[src/rtl/flow_monitor_if.sv]
// Observation bundle for flow_monitor: the processor's fetch stream and regfile write port.
// The processor side drives through master; the monitor listens through slave.
interface flow_monitor_if #(
    parameter int PC_W = 12
);
    logic            fetch_valid;
    logic [PC_W-1:0] fetch_pc;
    logic [31:0]     fetch_instr;
    logic [31:0]     rs_a_data;
    logic            rf_we;
    logic [4:0]      rf_waddr;
    logic [31:0]     rf_wdata;

    modport master (
        output fetch_valid, fetch_pc, fetch_instr, rs_a_data,
        output rf_we, rf_waddr, rf_wdata
    );

    modport slave (
        input fetch_valid, fetch_pc, fetch_instr, rs_a_data,
        input rf_we, rf_waddr, rf_wdata
    );
endinterface

[src/rtl/flow_monitor.sv]
// Control-flow and link-writeback monitor: checks each PC transition and every jal/setx link write.
// Build option FLOW_MONITOR_HALT_ON_ERR_EN: freeze the monitor in S_HALT on the first error.
module flow_monitor #(
    parameter int PC_W       = 12,
    parameter int PEND_DEPTH = 4,
    parameter int END_PC     = 24,
    parameter int MAX_CYCLES = 2000,
    parameter int LAT_MAX    = 8
) (
    input  logic            clock,
    input  logic            reset_n,
    flow_monitor_if.slave   mon,
    output logic            chk_pass,
    output logic            err_flag,
    output logic [3:0]      err_code,
    output logic [PC_W-1:0] err_pc,
    output logic [7:0]      err_count,
    output logic [15:0]     insn_count,
    output logic            done,
    output logic            timeout
);
    localparam int AW    = $clog2(PEND_DEPTH);
    localparam int CW    = AW + 1;
    localparam int AGE_W = $clog2(LAT_MAX + 2);

    localparam logic [CW-1:0]    Q_FULL   = CW'(PEND_DEPTH);
    localparam logic [AGE_W-1:0] AGE_LIM  = AGE_W'(LAT_MAX);
    localparam logic [PC_W-1:0]  END_PC_V = PC_W'(END_PC);
    localparam logic [15:0]      MAX_V    = 16'(MAX_CYCLES);

    localparam logic [1:0] S_IDLE = 2'd0;
    localparam logic [1:0] S_RUN  = 2'd1;
    localparam logic [1:0] S_DONE = 2'd2;
    localparam logic [1:0] S_HALT = 2'd3;

    localparam logic [4:0] OP_J    = 5'b00001;
    localparam logic [4:0] OP_BNE  = 5'b00010;
    localparam logic [4:0] OP_JAL  = 5'b00011;
    localparam logic [4:0] OP_JR   = 5'b00100;
    localparam logic [4:0] OP_BLT  = 5'b00110;
    localparam logic [4:0] OP_SETX = 5'b10101;
    localparam logic [4:0] OP_BEX  = 5'b10110;

    function automatic logic [7:0] sat_inc8(input logic [7:0] v);
        return (v == 8'hFF) ? v : v + 8'd1;
    endfunction

    function automatic logic [15:0] sat_inc16(input logic [15:0] v);
        return (v == 16'hFFFF) ? v : v + 16'd1;
    endfunction

    logic [1:0]       state, state_nxt;
    logic             have_prev;

    // Previous-fetch stage: the instruction whose successor is checked next
    logic [PC_W-1:0]  pc_p1;
    logic [31:0]      instr_p1;
    logic [31:0]      a_data_p1;

    logic [4:0]       q_reg [PEND_DEPTH];
    logic [31:0]      q_val [PEND_DEPTH];
    logic [PC_W-1:0]  q_pc  [PEND_DEPTH];
    logic [AW-1:0]    rd_ptr, wr_ptr;
    logic [CW-1:0]    q_cnt;
    logic [AGE_W-1:0] age;

    logic             frozen, active, fetch_act, do_check;
    logic [4:0]       op;
    logic [PC_W-1:0]  tgt, nxt, br;
    logic             pc_err;
    logic [3:0]       pc_code;
    logic             push_req, push, pop, q_empty, head_hit, aged, overflow;
    logic [4:0]       push_reg;
    logic [31:0]      push_val;
    logic [15:0]      cnt_next;
    logic             end_hit, tmo_hit;
    logic [9:1]       errs;
    logic             any_err;
    logic [3:0]       first_code;
    logic [PC_W-1:0]  first_pc;

    assign frozen    = (state == S_DONE) || (state == S_HALT);
    assign active    = !frozen;
    assign fetch_act = active && mon.fetch_valid;
    assign do_check  = fetch_act && have_prev;

    assign op  = instr_p1[31:27];
    assign tgt = PC_W'(instr_p1[26:0]);
    assign nxt = pc_p1 + 1'b1;
    assign br  = nxt + PC_W'($signed(instr_p1[16:0]));

    always_comb begin
        pc_code = 4'd0;
        case (op)
            OP_J, OP_JAL:   if (mon.fetch_pc != tgt) pc_code = 4'd2;
            OP_JR:          if (mon.fetch_pc != a_data_p1[PC_W-1:0]) pc_code = 4'd3;
            OP_BNE, OP_BLT: if (mon.fetch_pc != nxt && mon.fetch_pc != br) pc_code = 4'd4;
            OP_BEX:         if (mon.fetch_pc != ((a_data_p1 != 32'd0) ? tgt : nxt)) pc_code = 4'd5;
            default:        if (mon.fetch_pc != nxt) pc_code = 4'd1;
        endcase
    end
    assign pc_err = do_check && (pc_code != 4'd0);

    // Link value for jal is a full 32-bit add, so PC_W wrap does not apply
    assign push_req = do_check && (op == OP_JAL || op == OP_SETX);
    assign push_reg = (op == OP_JAL) ? 5'd31 : 5'd30;
    assign push_val = (op == OP_JAL) ? (32'(pc_p1) + 32'd1) : {5'd0, instr_p1[26:0]};

    // Writes only see entries already queued, so a same-cycle push to empty never matches
    assign q_empty  = (q_cnt == '0);
    assign head_hit = active && !q_empty && mon.rf_we && (mon.rf_waddr != 5'd0)
                      && (mon.rf_waddr == q_reg[rd_ptr]);
    assign aged     = active && !q_empty && !head_hit && (age > AGE_LIM);
    assign pop      = head_hit || aged;
    assign overflow = push_req && (q_cnt == Q_FULL) && !pop;
    assign push     = push_req && !overflow;

    assign cnt_next = sat_inc16(insn_count);
    assign end_hit  = fetch_act && (mon.fetch_pc == END_PC_V);
    assign tmo_hit  = fetch_act && !end_hit && (cnt_next == MAX_V);

    always_comb begin
        errs       = '0;
        errs[1]    = pc_err && (pc_code == 4'd1);
        errs[2]    = pc_err && (pc_code == 4'd2);
        errs[3]    = pc_err && (pc_code == 4'd3);
        errs[4]    = pc_err && (pc_code == 4'd4);
        errs[5]    = pc_err && (pc_code == 4'd5);
        errs[6]    = head_hit && (mon.rf_wdata != q_val[rd_ptr]);
        errs[7]    = overflow;
        errs[8]    = aged;
        errs[9]    = tmo_hit;
        first_code = 4'd0;
        for (int c = 9; c >= 1; c--) begin
            if (errs[c]) first_code = 4'(c);
        end
    end
    assign any_err  = |errs;
    assign first_pc = (first_code == 4'd6 || first_code == 4'd8) ? q_pc[rd_ptr] : pc_p1;

    always_comb begin
        state_nxt = state;
        if (fetch_act) begin
            if (end_hit || tmo_hit) state_nxt = S_DONE;
            else                    state_nxt = S_RUN;
        end
`ifdef FLOW_MONITOR_HALT_ON_ERR_EN
        if (active && any_err) state_nxt = S_HALT;
`endif
    end

    // Check-result stage: status registered one cycle after the checking fetch
    always_ff @(posedge clock or negedge reset_n) begin
        if (!reset_n) begin
            state      <= S_IDLE;
            have_prev  <= 1'b0;
            chk_pass   <= 1'b0;
            err_flag   <= 1'b0;
            err_code   <= 4'd0;
            err_pc     <= '0;
            err_count  <= 8'd0;
            insn_count <= 16'd0;
            done       <= 1'b0;
            timeout    <= 1'b0;
            rd_ptr     <= '0;
            wr_ptr     <= '0;
            q_cnt      <= '0;
            age        <= '0;
        end else begin
            state    <= state_nxt;
            chk_pass <= do_check && !pc_err;
            if (fetch_act) begin
                have_prev  <= 1'b1;
                insn_count <= cnt_next;
            end
            if (any_err) begin
                err_count <= sat_inc8(err_count);
                if (!err_flag) begin
                    err_flag <= 1'b1;
                    err_code <= first_code;
                    err_pc   <= first_pc;
                end
            end
            if (end_hit) done    <= 1'b1;
            if (tmo_hit) timeout <= 1'b1;

            if (push) wr_ptr <= wr_ptr + 1'b1;
            if (pop)  rd_ptr <= rd_ptr + 1'b1;
            if (push && !pop)      q_cnt <= q_cnt + 1'b1;
            else if (pop && !push) q_cnt <= q_cnt - 1'b1;

            if (pop || (push && q_empty))             age <= '0;
            else if (active && !q_empty && age <= AGE_LIM) age <= age + 1'b1;
        end
    end

    always_ff @(posedge clock) begin
        if (fetch_act) begin
            pc_p1     <= mon.fetch_pc;
            instr_p1  <= mon.fetch_instr;
            a_data_p1 <= mon.rs_a_data;
        end
        if (push) begin
            q_reg[wr_ptr] <= push_reg;
            q_val[wr_ptr] <= push_val;
            q_pc[wr_ptr]  <= pc_p1;
        end
    end
endmodule

[src/flat_wrapper.sv]
// flat-port wrapper written by rule: the top's interface ports become plain ports
module flow_monitor_flat 
#(
    parameter int PC_W       = 12,
    parameter int PEND_DEPTH = 4,
    parameter int END_PC     = 24,
    parameter int MAX_CYCLES = 2000,
    parameter int LAT_MAX    = 8
)
  (clock, reset_n, chk_pass, err_flag, err_code, err_pc, err_count, insn_count, done, timeout, mon_fetch_valid, mon_fetch_pc, mon_fetch_instr, mon_rs_a_data, mon_rf_we, mon_rf_waddr, mon_rf_wdata);
  flow_monitor_if #(.PC_W(PC_W)) mon_i ();
  input  logic clock;
  input  logic reset_n;
  output logic chk_pass;
  output logic err_flag;
  output logic [3:0] err_code;
  output logic [PC_W-1:0] err_pc;
  output logic [7:0] err_count;
  output logic [15:0] insn_count;
  output logic done;
  output logic timeout;
  input wire logic [$bits(mon_i.fetch_valid)-1:0] mon_fetch_valid;
  input wire logic [$bits(mon_i.fetch_pc)-1:0] mon_fetch_pc;
  input wire logic [$bits(mon_i.fetch_instr)-1:0] mon_fetch_instr;
  input wire logic [$bits(mon_i.rs_a_data)-1:0] mon_rs_a_data;
  input wire logic [$bits(mon_i.rf_we)-1:0] mon_rf_we;
  input wire logic [$bits(mon_i.rf_waddr)-1:0] mon_rf_waddr;
  input wire logic [$bits(mon_i.rf_wdata)-1:0] mon_rf_wdata;
  assign mon_i.fetch_valid = mon_fetch_valid;
  assign mon_i.fetch_pc = mon_fetch_pc;
  assign mon_i.fetch_instr = mon_fetch_instr;
  assign mon_i.rs_a_data = mon_rs_a_data;
  assign mon_i.rf_we = mon_rf_we;
  assign mon_i.rf_waddr = mon_rf_waddr;
  assign mon_i.rf_wdata = mon_rf_wdata;
  flow_monitor #(.PC_W(PC_W), .PEND_DEPTH(PEND_DEPTH), .END_PC(END_PC), .MAX_CYCLES(MAX_CYCLES), .LAT_MAX(LAT_MAX)) u_core (.clock(clock), .reset_n(reset_n), .mon(mon_i), .chk_pass(chk_pass), .err_flag(err_flag), .err_code(err_code), .err_pc(err_pc), .err_count(err_count), .insn_count(insn_count), .done(done), .timeout(timeout));
endmodule
[config.mk]
export PLATFORM = sky130hd
export DESIGN_NAME = flow_monitor_flat
export DESIGN_NICKNAME = d
export VERILOG_FILES = /design/src/rtl/flow_monitor_if.sv /design/src/rtl/flow_monitor.sv /design/src/flat_wrapper.sv
export SDC_FILE = /design/constraint.sdc
export NUM_CORES = 1
export LEC_CHECK = 0
export CORE_UTILIZATION = 35
export CTS_BUF_LIST = sky130_fd_sc_hd__clkbuf_8 sky130_fd_sc_hd__clkbuf_16
export CTS_CLUSTER_DIAMETER = 30
export CTS_CLUSTER_SIZE = 25
export DETAILED_ROUTE_END_ITERATION = 6
export PLACE_DENSITY_LB_ADDON = 0.05
export SLEW_MARGIN = 20
export SYNTH_ARGS = -nofsm -noshare
export SYNTH_HDL_FRONTEND = slang
export SYNTH_SLANG_ARGS = --single-unit
[constraint.sdc]
create_clock -name clock -period 11.9 [get_ports clock]
set_input_delay 1.19 -clock clock [delete_from_list [all_inputs] [get_ports clock]]
set_output_delay 1.19 -clock clock [all_outputs]
set_load 0.01 [all_outputs]
## Word level (Yosys, flattened, before mapping)

Memories as Yosys holds them, arrays and structs flattened.
Cells that the tools add are included.

- Muxes and demuxes: 27
- Magnitude comparators: 2
- Bitwise gates (word level): 2
- Equal/unequal tests: 28
- Reductions and logical operators: 53
- Add/subtract/negate cells: 10

Operator list:

| cell | number |
|---|---|
| $ne 12x12->1 | 5 |
| $mux 4 | 11 |
| $mux 32 | 1 |
| $ne 32x32->1 | 1 |
| $reduce_bool 32->1 | 1 |
| $logic_and 1x1->1 | 28 |
| $mux 12 | 2 |
| $add 16x1->16 const B | 1 |
| $eq 16x11->1 const B | 1 |
| $eq 16x16->1 const B | 1 |
| $mux 16 | 1 |
| $pmux 4 s4 | 1 |
| $add 12x1->13 const B | 1 |
| $add 12x1->12 const B | 1 |
| $add 12x12->12 | 1 |
| $eq 12x5->1 const B | 1 |
| $eq 4x3->1 const B | 3 |
| $mux 3 | 4 |
| $eq 5x2->1 const B | 2 |
| $eq 5x3->1 const B | 2 |
| $eq 5x5->1 const B | 2 |
| $reduce_or 9->1 | 1 |
| $add 8x1->8 const B | 1 |
| $eq 4x2->1 const B | 2 |
| 24 further kinds | 47 |

- Bits of input ports: 117
- RAM bits: 180
- Word-level logic and storage cells: 142
- Memories: 3
- Bits in registers: 134

Memory list:

| memory | words | width | read ports | clocked after memory_dff | write ports | RTL line | text |
|---|---|---|---|---|---|---|---|
| u_core.q_val | 4 | 32 | 1 | 0 | 1 | flow_monitor.sv:61 | `logic [31:0] q_val [PEND_DEPTH];` |
| u_core.q_pc | 4 | 12 | 1 | 0 | 1 | flow_monitor.sv:62 | `logic [PC_W-1:0] q_pc [PEND_DEPTH];` |
| u_core.q_reg | 4 | 1 | 1 | 0 | 1 | flow_monitor.sv:60 | `logic [4:0] q_reg [PEND_DEPTH];` |

## Depth between registers and ports, before layout

- Word-level depth: 23
- Depth in mapped cells: 17
- Gate-level depth less buffers: 16

## Worst setup path after synthesis

No wires, ideal clock.

- Path type: input port to flip-flop
- From: input port mon_fetch_valid
- To: register u_core.q_cnt[1]
- Arrival: 5,307 ps
- Stages on the path: 11
- Buffers on the path: 1
- Required time: 11,775 ps
- Path slack: 6,468 ps
- Library setup time: 125 ps
- Path through: nand2b_1 clkbuf_1 inv_1 nand2_1 nor4b_1 nand4_1 and2_0 ha_1 inv_1 fa_1 mux2_2

- Word-level cells in the longest chain between the ends: 10

RTL lines:

| what | RTL line | text |
|---|---|---|
| start: declaration | flat_wrapper.sv:22 | `input wire logic [$bits(mon_i.fetch_valid)-1:0] mon_fetch_valid;` |
| $logic_and 1x1->1 (*) | flow_monitor.sv:84 | `assign fetch_act = active && mon.fetch_valid;` |
| via u_core.fetch_act | flow_monitor.sv:67 | `logic frozen, active, fetch_act, do_check;` |
| $logic_and 1x1->1 (*) | flow_monitor.sv:85 | `assign do_check = fetch_act && have_prev;` |
| $logic_and 1x1->1 (*) | flow_monitor.sv:105 | `assign push_req = do_check && (op == OP_JAL \|\| op == OP_SETX);` |
| $logic_and 1x1->1 (2 in series) | flow_monitor.sv:115 | `assign overflow = push_req && (q_cnt == Q_FULL) && !pop;` |
| $logic_not 1->1 | flow_monitor.sv:116 | `assign push = push_req && !overflow;` |
| $logic_and 1x1->1 (*) | flow_monitor.sv:116 |  |
| via u_core.push | flow_monitor.sv:72 | `logic push_req, push, pop, q_empty, head_hit, aged, overflow;` |
| $logic_not 1->1 | flow_monitor.sv:190 | `else if (pop && !push) q_cnt <= q_cnt - 1'b1;` |
| $logic_and 1x1->1 | flow_monitor.sv:190 |  |
| $reduce_bool 2->1 (no line) | n/a |  |
| end signal: assignment | flow_monitor.sv:189 | `if (push && !pop) q_cnt <= q_cnt + 1'b1;` |
| end signal: assignment | flow_monitor.sv:190 |  |
| end: declaration | flow_monitor.sv:64 | `logic [CW-1:0] q_cnt;` |

Mark *: on every way through the listed nets, which the timed path passes. The rest lies on a longest branch.
A chain may end at the register's enable or synchronous reset.

## Worst setup path in the final report

- From: register u_core.pc_p1[0]
- To: register u_core.err_pc[7]

- Word-level cells in the longest chain between the ends: 17

RTL lines:

| what | RTL line | text |
|---|---|---|
| start: declaration | flow_monitor.sv:56 | `logic [PC_W-1:0] pc_p1;` |
| start signal: assignment | flow_monitor.sv:199 | `pc_p1 <= mon.fetch_pc;` |
| $add 12x1->12 (*) | flow_monitor.sv:89 | `assign nxt = pc_p1 + 1'b1;` |
| $add 12x12->12 | flow_monitor.sv:90 | `assign br = nxt + PC_W'($signed(instr_p1[16:0]));` |
| $ne 12x12->1 | flow_monitor.sv:97 | `OP_BNE, OP_BLT: if (mon.fetch_pc != nxt && mon.fetch_pc != br) pc_code = 4'd4;` |
| $logic_and 1x1->1 | flow_monitor.sv:97 |  |
| $mux 3 | flow_monitor.sv:97 |  |
| $pmux 4 s4 (*) | flow_monitor.sv:94 | `case (op)` |
| $reduce_bool 4->1 | flow_monitor.sv:102 | `assign pc_err = do_check && (pc_code != 4'd0);` |
| $logic_and 1x1->1 | flow_monitor.sv:102 |  |
| $logic_and 1x1->1 | flow_monitor.sv:128 | `errs[5] = pc_err && (pc_code == 4'd5);` |
| $mux 4 (5 in series) | flow_monitor.sv:135 | `if (errs[c]) first_code = 4'(c);` |
| $eq 4x3->1 or $eq 4x4->1 (tied branches) | flow_monitor.sv:139 | `assign first_pc = (first_code == 4'd6 \|\| first_code == 4'd8) ? q_pc[rd_ptr] : pc_p1;` |
| $logic_or 1x1->1 | flow_monitor.sv:139 |  |
| $mux 12 | flow_monitor.sv:139 |  |
| end signal: assignment | flow_monitor.sv:181 | `err_pc <= first_pc;` |
| end: declaration | flow_monitor.sv:16 | `output logic [PC_W-1:0] err_pc,` |

Mark *: on every way between the ends. The rest lies on a longest branch, timed or not.

==> summary by stage <==
Global routing
Across every metal layer, demand over resource in global routing totals 0.177. The number of global-route vias before repair is 8999. The total overflow left after global routing is 0. The first global-routing pass estimated 52100 um of wire. The largest net degree at the start of global routing is 63. The number of antenna violations at the first check in global routing came to 1.

Finish
The number of flip-flops under the largest register name is 108. The synthesis-to-layout area growth is 33.4%. The largest register by flop count is u_core.q_val. The library cell used most frequently in the layout, excluding fill and tap cells, is edfxtp_1.

The largest registers in the layout are u_core.q_val x108, u_core.q_pc x48. The finished layout holds 1745 standard cells, fillers aside. Of the cells placed in the final design, the portion with a size suffix greater than 1 is 0.157.

The final net count is 1311. In the layout the commonest cells are 236 x edfxtp_1, 159 x clkdlybuf4s50_1, 76 x xnor2_1. The layout has 3443 filler cells.

Synth
The post-synth design cell area is 13700 sq um. The fraction of registers with async set or reset after synthesis is 0.195. The register bit count reported by yosys is 293. The number of different library cells used by synthesis comes to 79. The post-synthesis area per instance is 14.3 sq um. For this run, the register share of the synthesized area comes to 0.622. The net count after synthesis is 1102. The number of warning messages in the yosys log is 0. The number of enable flip-flop cells after synthesis is 236.

The gate count after technology mapping is 957. The predominant post-synthesis flop cell is edfxtp_1.

Setup path
The critical path is of the reg2reg type. STA classifies the critical path endpoint as a register. The signal on the critical path passes through nand3_1 -> or3_1 -> xnor2_1 -> ha_1 -> xnor2_1 -> nand2b_1 -> o2111ai_1 -> a2111oi_0 -> nand2_1 -> a2111oi_1 -> o21ai_1 -> a2bb2oi_1 -> o211ai_2 -> mux2i_1 -> a21oi_1. The critical-path cell with the highest stage delay is a2111oi_1. STA puts the critical path data required time at 12.33 ns. Across all register-to-register paths, the minimum setup slack is 6.50 ns.

The worst setup path is launched from a register. The delay of the slowest cell on the worst path is 0.84 ns. The most repeated library cell on the critical path is xnor2_1. Of all nets on the critical path, the largest fanout is 14. The data arrival time at the worst-slack endpoint is 5.83 ns.

Floorplan
The die is 200 um tall. The I/O pin total is 161. The initial utilization of the core area, before any placement, comes to 0.354.

After floorplanning, the core was divided into 72 placement rows. The area of the core is 38600 sq um. The floorplan step defined a die boundary enclosing 39900 sq um. The die width is 200 um.

Detailed routing
The detailed router finished its first iteration with 363 violations. The remaining number of nets flagged by the antenna check after routing is 0. The routed layout has 8589 vias. Dividing the detail-routed wire length by the instance count gives 19.6 um. The post-detailed-route DRC marker count is 0. The total wire length is 34100 um. Dividing the detail-routed via count by the number of cells gives 4.92. The number of optimization iterations in the first detailed-route pass is 5.

Clocking
Clock-pin slew was measured on the worst setup and hold paths at 0.04 ns. The sink count of the clock tree is 293. The number of setup buffers added after CTS is 0. The H-tree was split into 3 levels. Buffers inserted to repair hold after CTS numbered 0. The TritonCTS clock tree is built. The later pin in the worst-skew pair is clocked with a latency of 0.57 ns. TritonCTS created 75 clock buffers. In this run, post-CTS repair resized a total of 0 instances. The cell chosen for the clock root is clkbuf_16. In this run the deepest clock path goes through 3 buffers.

Timing
The final clock period utilization by the worst path is 0.454. The worst clock skew on the final layout is 0.0216 ns. Setup repair after global routing left no endpoint under its margin.

The actual slew at the worst max-slew pin is 0.956 ns. The clock period could shrink to 5.40 ns. The number of hold-slack violations in the final timing report is 0. Setup violations remaining at the end of the flow were counted as 0. The final-report max-slew violation count is 0. The upper clock frequency limit is 0.185 GHz.

Measured against its own limit, the worst slew margin works out to 0.361. The sum of negative setup slack is 0 ns.

Placed design
The placed cell count is 1607. The count of port buffers added during placement is 160. The placed wire-length estimate is 22600 um.

The congestion estimate from routability-driven global placement came to 0.827.

Power
The worst voltage drop across the vdd grid is 0.0943 mV. Summing internal, switching and leakage power gives 3.90 mW. The total power divided by cell area is 213 nW/um^2. The static leakage is 6.78 nW.

Flow run
The tool flagged a number of max-cap violations equal to 0.

Min path
The path class of the tightest hold or removal check is reg2reg.

Run status
The flow ran to the end, and the final reports show no timing, DRC or antenna violations.
[metrics by stage]
stage,util,hold WS (ns),cell area (sq um),setup WS [ns]
after floorplan,-,0.448,13700,6.47
after global placement,0.409,0.450,15800,6.52
after detailed placement,0.409,0.457,15800,6.50
after CTS,0.473,0.468,18300,6.49
after global routing,0.473,0.508,18300,5.93
final,0.473,0.464,18300,6.50
[cell usage after synthesis, types with 17 or more instances]
cell,instances,area share
edfxtp_1,236,0.52
xnor2_1,76,0.049
nand2_1,74,0.020
dfrtp_1,57,0.10
nor2_1,46,0.013
a21oi_1,37,0.014
mux2i_1,32,0.023
xor2_1,31,0.020
mux4_2,28,0.046
ha_1,26,0.024
nand4_1,22,0.010
and3_1,20,0.0091
nand3_1,19,0.0069
inv_1,18,0.0049
and2_1,17,0.0078
clkbuf_1,17,0.0047
[where the power goes]
group | leakage (nW) | internal (mW) | switching [mW]
logic | 2.65 | 0.348 | 0.327
clock network | 1.23 | 1.34 | 0.594
registers | 2.91 | 1.20 | 0.0951
total | 6.78 | 2.88 | 1.02
[routing by layer]
metal  wire (um)  track usage  vias up  part of all wire
met5           0            0        -                 0
met2       16500        0.291      209              0.48
li1            -            -     4094                 -
met4         735       0.0630        0             0.022
met1       15400        0.228     4230              0.45
met3        1490       0.0432       56             0.044
[final timing paths]
kind / endpoint / depth (start not counted) / start
setup / recovery: u_core.err_pc[7] / 15 / u_core.pc_p1[0]
hold / removal: u_core.timeout / 1 / u_core.timeout
setup reg to reg: u_core.err_pc[7] / 15 / u_core.pc_p1[0]
hold reg to reg: u_core.timeout / 1 / u_core.timeout
max in group asynchronous: u_core.rd_ptr[1] / 2 / reset_n
min in group asynchronous: u_core.err_pc[0] / 2 / reset_n
[final cells by class]
type                            instances  area, sq um  area share
Inverter                               19         72.6     0.00397
Timing Repair Buffer                  171         1680      0.0919
Multi-Input combinational cell        606         4890       0.268
Clock buffer                           79         1930       0.106
Sequential cell                       293         8520       0.466
Clock inverter                         58          528      0.0289
Tap cell                              518          648      0.0355
Antenna cell                            1         2.50    0.000137
[logic make-up (layout without fill, tap and decap cells)]
family / Yosys count / count (layout) / share of synthesized area
buffers and inverters: 58 / 327 / 0.0217
AND/OR/NAND/NOR: 271 / 271 / 0.105
multiplexers: 80 / 80 / 0.0903
adder cells (fa/ha/maj): 28 / 28 / 0.0267
other: 0 / 1 / 0
AO/OA/AOI/OAI: 115 / 115 / 0.0571
XOR/XNOR: 112 / 112 / 0.0769
flip-flops: 293 / 293 / 0.622
[critical path: cells and delay by family (launching register included)]
kind	cells	cell delay [ns]
AOI/OAI and AO/OA	7	2.36
and+or+nand+nor	4	1.09
DFF	1	0.67
xor gates and xnor gates	2	0.50
adders and majority gates	1	0.32
muxes	1	0.30
No activity file was read; power rests on OpenSTA's default activity.
